==> config.mk <==
export PLATFORM = sky130hd
export DESIGN_NAME = ula_multiciclo
export DESIGN_NICKNAME = d
export VERILOG_FILES = /design/src/rtl/ula_pkg.sv /design/src/rtl/ula_comb_core.sv /design/src/rtl/ula_multiciclo.sv
export SDC_FILE = /design/constraint.sdc
export NUM_CORES = 1
export LEC_CHECK = 0
export CAP_MARGIN = 20
export CORE_ASPECT_RATIO = 1.1
export CORE_MARGIN = 2
export CORE_UTILIZATION = 50
export CTS_BUF_LIST = sky130_fd_sc_hd__clkbuf_8
export CTS_CLUSTER_DIAMETER = 50
export DETAILED_ROUTE_END_ITERATION = 10
export HOLD_SLACK_MARGIN = 0.08
export PLACE_DENSITY_LB_ADDON = 0.1
export SETUP_SLACK_MARGIN = 0.1
export SLEW_MARGIN = 30
export SYNTH_ARGS = -nofsm -noshare
export SYNTH_HDL_FRONTEND = slang
export SYNTH_SLANG_ARGS = --single-unit
export TNS_END_PERCENT = 20
==> constraint.sdc <==
create_clock -name clk -period 3.9 [get_ports clk]
set_input_delay 0.39 -clock clk [delete_from_list [all_inputs] [get_ports clk]]
set_output_delay 0.39 -clock clk [all_outputs]
set_load 0.1 [all_outputs]
==> src/rtl/ula_pkg.sv <==
// Shared definitions for the multicycle ALU: opcodes, FSM encoding, flag indices.
package ula_pkg;

   localparam logic [3:0] ULA_AND  = 4'b0000;
   localparam logic [3:0] ULA_OR   = 4'b0001;
   localparam logic [3:0] ULA_ADD  = 4'b0010;
   localparam logic [3:0] ULA_NOR  = 4'b0011;
   localparam logic [3:0] ULA_SLL  = 4'b0100;
   localparam logic [3:0] ULA_SRL  = 4'b0101;
   localparam logic [3:0] ULA_SUB  = 4'b0110;
   localparam logic [3:0] ULA_SLTU = 4'b0111;
   localparam logic [3:0] ULA_MUL  = 4'b1000;
   localparam logic [3:0] ULA_SRA  = 4'b1001;
   localparam logic [3:0] ULA_SLT  = 4'b1010;

   typedef enum logic [1:0] {
      ST_IDLE = 2'd0,
      ST_EXEC = 2'd1,
      ST_DONE = 2'd2
   } ula_state_t;

   localparam int FLAG_V = 0;
   localparam int FLAG_C = 1;
   localparam int FLAG_N = 2;
   localparam int FLAG_Z = 3;

   // Reset value of the flag vector: result is zero, so only Z is set.
   localparam logic [3:0] FLAGS_RST = 4'b1000;

   function automatic logic is_shift(input logic [3:0] op);
      return (op == ULA_SLL) || (op == ULA_SRL) || (op == ULA_SRA);
   endfunction

endpackage

==> src/rtl/ula_comb_core.sv <==
// Combinational single-cycle ALU ops with their Z/N/C/V flags; unknown opcodes give 0.
module ula_comb_core
   import ula_pkg::*;
#(
   parameter int WIDTH = 8
) (
   input  logic [3:0]       op,
   input  logic [WIDTH-1:0] a,
   input  logic [WIDTH-1:0] b,
   output logic [WIDTH-1:0] result,
   output logic [3:0]       flags
);

   logic [WIDTH:0] sum;
   logic [WIDTH:0] dif;
   logic           add_v;
   logic           sub_v;

   assign sum   = {1'b0, a} + {1'b0, b};
   assign dif   = {1'b0, a} - {1'b0, b};
   assign add_v = ~(a[WIDTH-1] ^ b[WIDTH-1]) & (sum[WIDTH-1] ^ a[WIDTH-1]);
   assign sub_v =  (a[WIDTH-1] ^ b[WIDTH-1]) & (dif[WIDTH-1] ^ a[WIDTH-1]);

   // dif[WIDTH] is the unsigned borrow of A-B, shared by SUB, SLT and SLTU.
   always_comb begin
      result = '0;
      flags  = '0;
      case (op)
         ULA_AND: result = a & b;
         ULA_OR:  result = a | b;
         ULA_NOR: result = ~(a | b);
         ULA_ADD: begin
            result        = sum[WIDTH-1:0];
            flags[FLAG_C] = sum[WIDTH];
            flags[FLAG_V] = add_v;
         end
         ULA_SUB: begin
            result        = dif[WIDTH-1:0];
            flags[FLAG_C] = dif[WIDTH];
            flags[FLAG_V] = sub_v;
         end
         ULA_SLT: begin
            result        = {{(WIDTH-1){1'b0}}, dif[WIDTH-1] ^ sub_v};
            flags[FLAG_C] = dif[WIDTH];
            flags[FLAG_V] = sub_v;
         end
         ULA_SLTU: begin
            result        = {{(WIDTH-1){1'b0}}, dif[WIDTH]};
            flags[FLAG_C] = dif[WIDTH];
            flags[FLAG_V] = sub_v;
         end
         default: result = '0;
      endcase
      flags[FLAG_Z] = (result == '0);
      flags[FLAG_N] = result[WIDTH-1];
   end

endmodule

==> src/rtl/ula_multiciclo.sv <==
// Handshaked multicycle ALU: single-cycle ops via ula_comb_core, 1-bit/cycle shifts,
// shift-add multiplier. One operation in flight; result held until consumed.
module ula_multiciclo
   import ula_pkg::*;
#(
   parameter int WIDTH  = 8,
   parameter bit MUL_EN = 1'b1
) (
   input  logic             clk,
   input  logic             rst_n,
   input  logic             in_valid,
   output logic             in_ready,
   input  logic [WIDTH-1:0] SrcA,
   input  logic [WIDTH-1:0] SrcB,
   input  logic [3:0]       ULAControl,
   output logic             out_valid,
   input  logic             out_ready,
   output logic [WIDTH-1:0] ULAResult,
   output logic             Z,
   output logic             N,
   output logic             C,
   output logic             V
);

   // Handshake: a transfer happens on a rising edge where valid && ready are both
   // high; in_ready is high only in IDLE, out_valid only in DONE, and DONE holds
   // result/flags unchanged until out_ready is seen.

   localparam int SHW = $clog2(WIDTH);
   localparam int CW  = $clog2(WIDTH + 1);

   ula_state_t          state, state_nxt;
   logic [3:0]          op_q;
   logic [WIDTH-1:0]    a_q, b_q, sh_q, mb_q, sh_nxt;
   logic [2*WIDTH-1:0]  mc_q, acc_q, acc_nxt;
   logic [CW-1:0]       cnt_q, cnt_init;
   logic [WIDTH-1:0]    result_q, core_res, fin_res;
   logic [3:0]          flags_q, core_flags, fin_flags;
   logic [SHW-1:0]      shamt_in;
   logic                accept, last, mul_q;

   ula_comb_core #(.WIDTH(WIDTH)) u_core (
      .op     (op_q),
      .a      (a_q),
      .b      (b_q),
      .result (core_res),
      .flags  (core_flags)
   );

   assign accept   = in_valid && in_ready;
   assign last     = (state == ST_EXEC) && (cnt_q == CW'(1));
   assign shamt_in = SrcB[SHW-1:0];

   always_ff @(posedge clk or negedge rst_n) begin
      if (!rst_n) state <= ST_IDLE;
      else        state <= state_nxt;
   end

   always_comb begin
      state_nxt = state;
      case (state)
         ST_IDLE: if (accept)    state_nxt = ST_EXEC;
         ST_EXEC: if (last)      state_nxt = ST_DONE;
         ST_DONE: if (out_ready) state_nxt = ST_IDLE;
         default:                state_nxt = ST_IDLE;
      endcase
   end

   always_comb begin
      in_ready  = (state == ST_IDLE);
      out_valid = (state == ST_DONE);
   end

   // Iterations spent in EXEC; a zero shift still takes one cycle.
   always_comb begin
      cnt_init = CW'(1);
      if (is_shift(ULAControl) && (shamt_in != '0)) cnt_init = CW'(shamt_in);
      else if (MUL_EN && (ULAControl == ULA_MUL))   cnt_init = CW'(WIDTH);
   end

   always_comb begin
      sh_nxt = sh_q;
      if (b_q[SHW-1:0] != '0) begin
         case (op_q)
            ULA_SLL: sh_nxt = {sh_q[WIDTH-2:0], 1'b0};
            ULA_SRL: sh_nxt = {1'b0, sh_q[WIDTH-1:1]};
            ULA_SRA: sh_nxt = {sh_q[WIDTH-1], sh_q[WIDTH-1:1]};
            default: sh_nxt = sh_q;
         endcase
      end
      acc_nxt = acc_q + (mb_q[0] ? mc_q : '0);
   end

   always_comb begin
      fin_res   = core_res;
      fin_flags = core_flags;
      if (is_shift(op_q)) begin
         fin_res   = sh_nxt;
         fin_flags = '0;
      end else if (mul_q) begin
         fin_res           = acc_nxt[WIDTH-1:0];
         fin_flags         = '0;
         fin_flags[FLAG_C] = |acc_nxt[2*WIDTH-1:WIDTH];
         fin_flags[FLAG_V] = |acc_nxt[2*WIDTH-1:WIDTH];
      end
      if (is_shift(op_q) || mul_q) begin
         fin_flags[FLAG_Z] = (fin_res == '0);
         fin_flags[FLAG_N] = fin_res[WIDTH-1];
      end
   end

   always_ff @(posedge clk or negedge rst_n) begin
      if (!rst_n) begin
         op_q     <= ULA_AND;
         mul_q    <= 1'b0;
         a_q      <= '0;
         b_q      <= '0;
         sh_q     <= '0;
         mb_q     <= '0;
         mc_q     <= '0;
         acc_q    <= '0;
         cnt_q    <= '0;
         result_q <= '0;
         flags_q  <= FLAGS_RST;
      end else if (accept) begin
         op_q  <= ULAControl;
         mul_q <= MUL_EN && (ULAControl == ULA_MUL);
         a_q   <= SrcA;
         b_q   <= SrcB;
         sh_q  <= SrcA;
         mb_q  <= SrcB;
         mc_q  <= {{WIDTH{1'b0}}, SrcA};
         acc_q <= '0;
         cnt_q <= cnt_init;
      end else if (state == ST_EXEC) begin
         sh_q  <= sh_nxt;
         mb_q  <= {1'b0, mb_q[WIDTH-1:1]};
         mc_q  <= {mc_q[2*WIDTH-2:0], 1'b0};
         acc_q <= acc_nxt;
         cnt_q <= cnt_q - CW'(1);
         if (last) begin
            result_q <= fin_res;
            flags_q  <= fin_flags;
         end
      end
   end

   assign ULAResult = result_q;
   assign Z         = flags_q[FLAG_Z];
   assign N         = flags_q[FLAG_N];
   assign C         = flags_q[FLAG_C];
   assign V         = flags_q[FLAG_V];

endmodule
======== After elaboration in Yosys (flattened, before gate mapping) ========
Index checks and enable logic that the tools add are counted.
storage, ports and cells
  register bits after elaboration ......... 87
  bits of input ports ..................... 24
  output and inout bits ................... 14
  word-level logic and storage cells ...... 91
operators by class
  add/subtract/negate cells ............... 4
  equality and inequality tests ........... 19
  muxes and demuxes ....................... 26
  bitwise logic cells ..................... 11
  reductions and logical operators ........ 19
operator list
  operator                                                                  count
  16-bit two-way mux                                                        5
  8-bit two-way mux                                                         7
  8-bit one-hot mux with 7 select lines                                     1
  4-bit by 3-bit equality test with 1-bit output (second input constant)    6
  4-bit two-way mux                                                         6
  8-bit one-hot mux with 3 select lines                                     1
  16-bit adder                                                              1
  4-bit equality test (second input constant)                               4
  8-bit zero test                                                           2
  8-bit by 8-bit adder with 9-bit output                                    1
  8-bit by 8-bit subtractor with 9-bit output                               1
  8-bit bitwise AND                                                         1
  4-bit by 1-bit equality test with 1-bit output (second input constant)    2
  4-bit by 2-bit equality test with 1-bit output (second input constant)    2
  2-bit two-way mux                                                         4
  8-bit inverter                                                            1
  8-bit bitwise OR                                                          1
  8-bit OR reduction                                                        1
  2-bit one-hot mux with 3 select lines                                     1
  3-bit AND reduction                                                       2
  3-bit nonzero test                                                        2
  1-bit logical OR                                                          5
  4-bit zero test                                                           1
  2-bit by 1-bit inequality test with 1-bit output (second input constant)  2
  other kinds (12)                                                          19

======== Longest topological paths before layout ========
  depth after elaboration ................. 9
  gate-level depth with buffers ........... 18
  depth with buffers taken out ............ 17

======== By module ========
From an unflattened synthesis, not the netlist that was laid out.
unflattened totals
  cell total of the unflattened synthesis .. 711
  area, all modules ....................... 6113.4 µm²
modules (own cells, without submodules)
  module          times used  cells each  area each (µm²)  seq. area each (µm²)
  ula_multiciclo  1           530         4735.8           2178.3
  ula_comb_core   1           181         1377.6           0.0

======== Least setup slack after synthesis ========
OpenSTA, ideal clock, no wires.
  kind .................................... register -> register
  from .................................... register b_q[1]
  to ...................................... register flags_q[3]
  library setup time ...................... 91 ps
  data arrival time ....................... 3356 ps
  required time ........................... 3809 ps
  setup slack ............................. 454 ps
  stages on the path, launching flop included .. 18
  path buffers ............................ 0
  period minus slack after synthesis ...... 3446 ps
  cell sequence ........................... dfrtp_1 -> inv_1 -> ha_1 -> o21bai_1 -> a21oi_1 -> o31ai_1 -> or2_2 -> a21oi_1 -> nor2_1 -> nor2_1 -> fa_1 -> nand2_1 -> o21ai_1 -> a21oi_1 -> nor4b_1 -> o22ai_1 -> or4_1 -> o31ai_1
on the way
  word-level cells in the longest chain between the ends .. 9
  elaborated cells on any way between the ends .. 18
  classes of those cells .................. 2 x add/sub; 7 x mux; 6 x bitwise; 3 x reduce/logical
RTL lines
  item                                                           RTL line                                     source
  start, declared                                                ula_multiciclo.sv:34                         logic [WIDTH-1:0] a_q, b_q, sh_q, mb_q, sh_nxt;
  start signal, assigned                                         ula_multiciclo.sv:129                        b_q <= SrcB;
  8-bit by 8-bit subtractor with 9-bit output                    ula_comb_core.sv:20                          assign dif = {1'b0, a} - {1'b0, b};
  1-bit bitwise XOR                                              ula_comb_core.sv:22                          assign sub_v = (a[WIDTH-1] ^ b[WIDTH-1]) & (dif[WIDTH-1] ^ a[WIDTH-1]);
  1-bit bitwise AND                                              ula_comb_core.sv:22
  1-bit bitwise XOR                                              ula_comb_core.sv:43                          result = {{(WIDTH-1){1'b0}}, dif[WIDTH-1] ^ sub_v};
  8-bit one-hot mux with 7 select lines                          ula_comb_core.sv:28                          case (op)
  8-bit zero test / 8-bit two-way mux (equally long branches)    ula_comb_core.sv:54, ula_multiciclo.sv:100
  4-bit two-way mux / 8-bit two-way mux (equally long branches)  ula_multiciclo.sv:100, ula_multiciclo.sv:97
  4-bit two-way mux / 8-bit zero test (equally long branches)    ula_multiciclo.sv:97, ula_multiciclo.sv:107
  2-bit two-way mux (*)                                          ula_multiciclo.sv:106                        if (is_shift(op_q) || mul_q) begin
  end signal, assigned                                           ula_multiciclo.sv:143                        flags_q <= fin_flags;
  end, declared                                                  ula_multiciclo.sv:38                         logic [3:0] flags_q, core_flags, fin_flags;
Mark *: on every way between the ends. The rest lies on a longest branch, timed or not.
A chain may end at the register's enable or synchronous reset.

======== Final worst setup path ========
  from .................................... register a_q[1]
  to ...................................... register flags_q[3]
on the way
  word-level cells in the longest chain between the ends .. 9
  elaborated cells on any way between the ends .. 16
  classes of those cells .................. 2 x add/sub; 6 x mux; 6 x bitwise; 2 x reduce/logical
RTL lines
  item                                                           RTL line                                     source
  start, declared                                                ula_multiciclo.sv:34
  start signal, assigned                                         ula_multiciclo.sv:128                        a_q <= SrcA;
  8-bit by 8-bit subtractor with 9-bit output                    ula_comb_core.sv:20
  1-bit bitwise XOR                                              ula_comb_core.sv:22
  1-bit bitwise AND                                              ula_comb_core.sv:22
  1-bit bitwise XOR                                              ula_comb_core.sv:43
  8-bit one-hot mux with 7 select lines (*)                      ula_comb_core.sv:28
  8-bit zero test / 8-bit two-way mux (equally long branches)    ula_comb_core.sv:54, ula_multiciclo.sv:100
  4-bit two-way mux / 8-bit two-way mux (equally long branches)  ula_multiciclo.sv:100, ula_multiciclo.sv:97
  4-bit two-way mux / 8-bit zero test (equally long branches)    ula_multiciclo.sv:97, ula_multiciclo.sv:107
  2-bit two-way mux (*)                                          ula_multiciclo.sv:106
Marked as above.

==> flow_summary.yaml <==
run_status:
  status: "finished, final reports clean"
floorplanning:
  die_y_um: 120
  num_io_pins: 38
  die_w_um: 110
  std_cell_rows: 42
  start_util_pct: 51.2
  core-area_um2: 12000
  dieArea_um2: 13200
routing:
  dr.pass1.iters: 5
  initialDrtViolationCount: 487
  wl_per_cell_um: 18.8
  routed_via_density: 6.05
  vias: 5472
  drc: 0
  ant_nets: 0
  routed_wl_um: 17000
grt:
  grt_max_degree: 63
  grt-ovfl-total: 0
  track_usage_pct: 27.3
  grt_antenna_before_repair: 0
  grt_pass1_wl_um: 27800
  grt_pass1_vias: 5384
pwr:
  power_density_nw_per_um2: 977
  cellInternalPower_w: 0.00327
  leakagePower_nw: 3.08
  ir_drop_uv: 464
  p_comb_share_pct: 64.4
  seq_power_share_pct: 25.5
  p_switching_w: 0.00353
  sw_frac_of_total_pct: 51.9
  pwr-share-clk_pct: 10.0
cells_and_area:
  drive_above_1_share_pct: 9.72
  layout_common_cells: "nand2_1, dfrtp_1, o21ai_0"
  multiInputGateArea_um2: 3760
  register_area_um2: 2180
  nets: 815
  final_common_cell: "nand2_1"
  fillers: 1109
  syn_to_final_growth_pct: 13.0
  n_antenna_cell: 0
logic_synthesis:
  netlist_area_um2: 6160
  ys_types: 78
  synth_edf_count: 0
  synth_area_per_cell_um2: 8.53
  yosys_warnings: 0
  ys_ff_latch: 87
  synth_cells: 722
  ys_seq_area_share_pct: 35.4
  syn-num-nets: 791
  synth_top_flop_cell: "dfrtp_1"
  synthArstFlopShare_pct: 100
cts:
  cts_made_buffers: 9
  clkLatencyLatePin_ns: 0.39
  root_buffer: "clkbuf_8"
  holdBufCountCts: 0
  clock_sinks: 87
  path_clk_slew_ns: 0.09
  cts_tree: "yes"
  cts.path.max_buffers: 2
  h-tree-depth: 3
critical_path:
  start_kind: "register"
  cp-end-kind: "register"
  r2r_cells: 16
  r2r-end: "flags_q[3]"
  crit_fanout: 4
  crit_arrival_ns: 3.81
  r2r_slack_ns: 0.40
  timing.rr.start: "a_q[1]"
  crit_path_start: "a_q[1]"
  critPathKind: "register to register"
  required_ns: 4.21
timing:
  layout_setup_ws_ns: 0.399
  rsz0062_at_grt: "no"
  finalCritPeriodShare_pct: 89.8
  worst-slew-pin-transition_ns: 0.978
  drv_slew: 0
  hold_viol: 0
  slew-limit-headroom_pct: 34.6
  fmax_mhz: 286
  final.setup.tns_ns: 0
  min_period_ns: 3.50
  setup_viol: 0
  clock_skew_ns: 0.00954
  hold_slack_ns: 0.0801
flow_run:
  maxCapViolCount: 0
placement:
  place_ws_ns: 0.0297
  dpl.hpwl_um: 12600
  place.gp.congestion: 0.963
  io_buffers: 37
hold_path:
  hold_class: "input pin to async pin"
==> cells by family after synthesis <==
logic type / Yosys count / synth area share, %
buffers and inverters: 72 / 5.14
muxes: 19 / 3.19
xor gates and xnor gates: 23 / 3.27
and+or+nand+nor: 251 / 19.7
AOI/OAI and AO/OA: 225 / 23.7
DFF: 87 / 35.4
adders and majority gates: 45 / 9.63
==> how the worst max path moves through the flow <==
stage                     slack, ns    endpoint
after floorplan                0.45  flags_q[3]
after global placement         0.18  flags_q[3]
after detailed placement       0.03  flags_q[3]
after CTS                      0.16  flags_q[3]
after global routing           0.13  flags_q[3]
final                          0.40  flags_q[3]
==> registers in the layout (all words and copies together) (netlist names) <==
signal	count
acc_q	16
a_q	8
mb_q	8
flags_q	4
op_q	4
ULAResult	8
state	2
mul_q	1
sh_q	8
b_q	8
cnt_q	4
mc_q	16
==> timing repair <==
action                     in CTS  in global routing
resized for setup               2                 16
pin swaps                       0                  9
gates cloned                    0                  0
buffers inserted                0                  1
setup endpoints to repair       1                  3
hold endpoints to repair        0                  0
==> synth_stat cells, types with 13 or more instances <==
cell type / count / area [um^2]
nand2_1: 106 / 398
dfrtp_1: 86 / 2150
o21ai_0: 79 / 395
nor2_1: 45 / 169
ha_1: 41 / 513
a21oi_1: 38 / 190
inv_1: 34 / 128
nand3_1: 24 / 120
clkbuf_1: 22 / 82.6
and2_1: 18 / 113
mux2i_1: 14 / 140
a31oi_1: 13 / 81.3
xor2_1: 13 / 114
==> power by group through the flow <==
| stage | clock, W | sequential, W | combinational [W] |
|---|---|---|---|
| final | 0.000683 | 0.00173 | 0.00438 |
| after global routing | 0.000726 | 0.00179 | 0.00480 |
| after CTS | 0.000695 | 0.00172 | 0.00420 |
| after detailed placement | 0 | 0.00174 | 0.00416 |
| after global placement | 0 | 0.00172 | 0.00405 |
| after floorplan | 0 | 0.00191 | 0.00292 |
==> stage by stage <==
step                instance area, um^2  std cells  utilization (%)  power, W
floorplan                          6160        722                -   0.00483
global placement                   6620        886             55.0   0.00577
detailed placement                 6660        888             55.4   0.00591
CTS                                6870        904             57.1   0.00662
global route                       6960        905             57.8   0.00732
finish                             6960        905             57.8   0.00680
==> metal layers <==
| metal | vias to the layer above | global-route usage [%] | wire [um] |
|---|---|---|---|
| met5 | - | 0 | 0 |
| li1 | 2636 | - | - |
| met2 | 163 | 42.9 | 8030 |
| met3 | 15 | 3.45 | 780 |
| met1 | 2658 | 38.9 | 7950 |
| met4 | 0 | 9.34 | 282 |
==> critical path, stage by stage, from the launching register on <==
cell and delay (ns):
dfrtp_2 0.46, ha_1 0.21, o21bai_4 0.17, a21oi_2 0.20, o31ai_2 0.11, or2_4 0.25
a21oi_1 0.16, nor2_1 0.07, nor2_1 0.12, fa_1 0.46, nor4bb_1 0.27, a31oi_1 0.06
o22ai_1 0.21, a221oi_2 0.07, o311a_1 0.17, a32oi_1 0.31, o31ai_4 0.11
==> cell type report <==
class | count | area share (%)
multi-input cells | 563 | 54.0
flip-flops and latches | 87 | 31.3
repair buffers | 51 | 7.19
well taps | 154 | 2.77
inverters | 34 | 1.87
clock buffers | 9 | 1.78
clock inverters | 7 | 1.10
(Power assumes the default switching activity.)
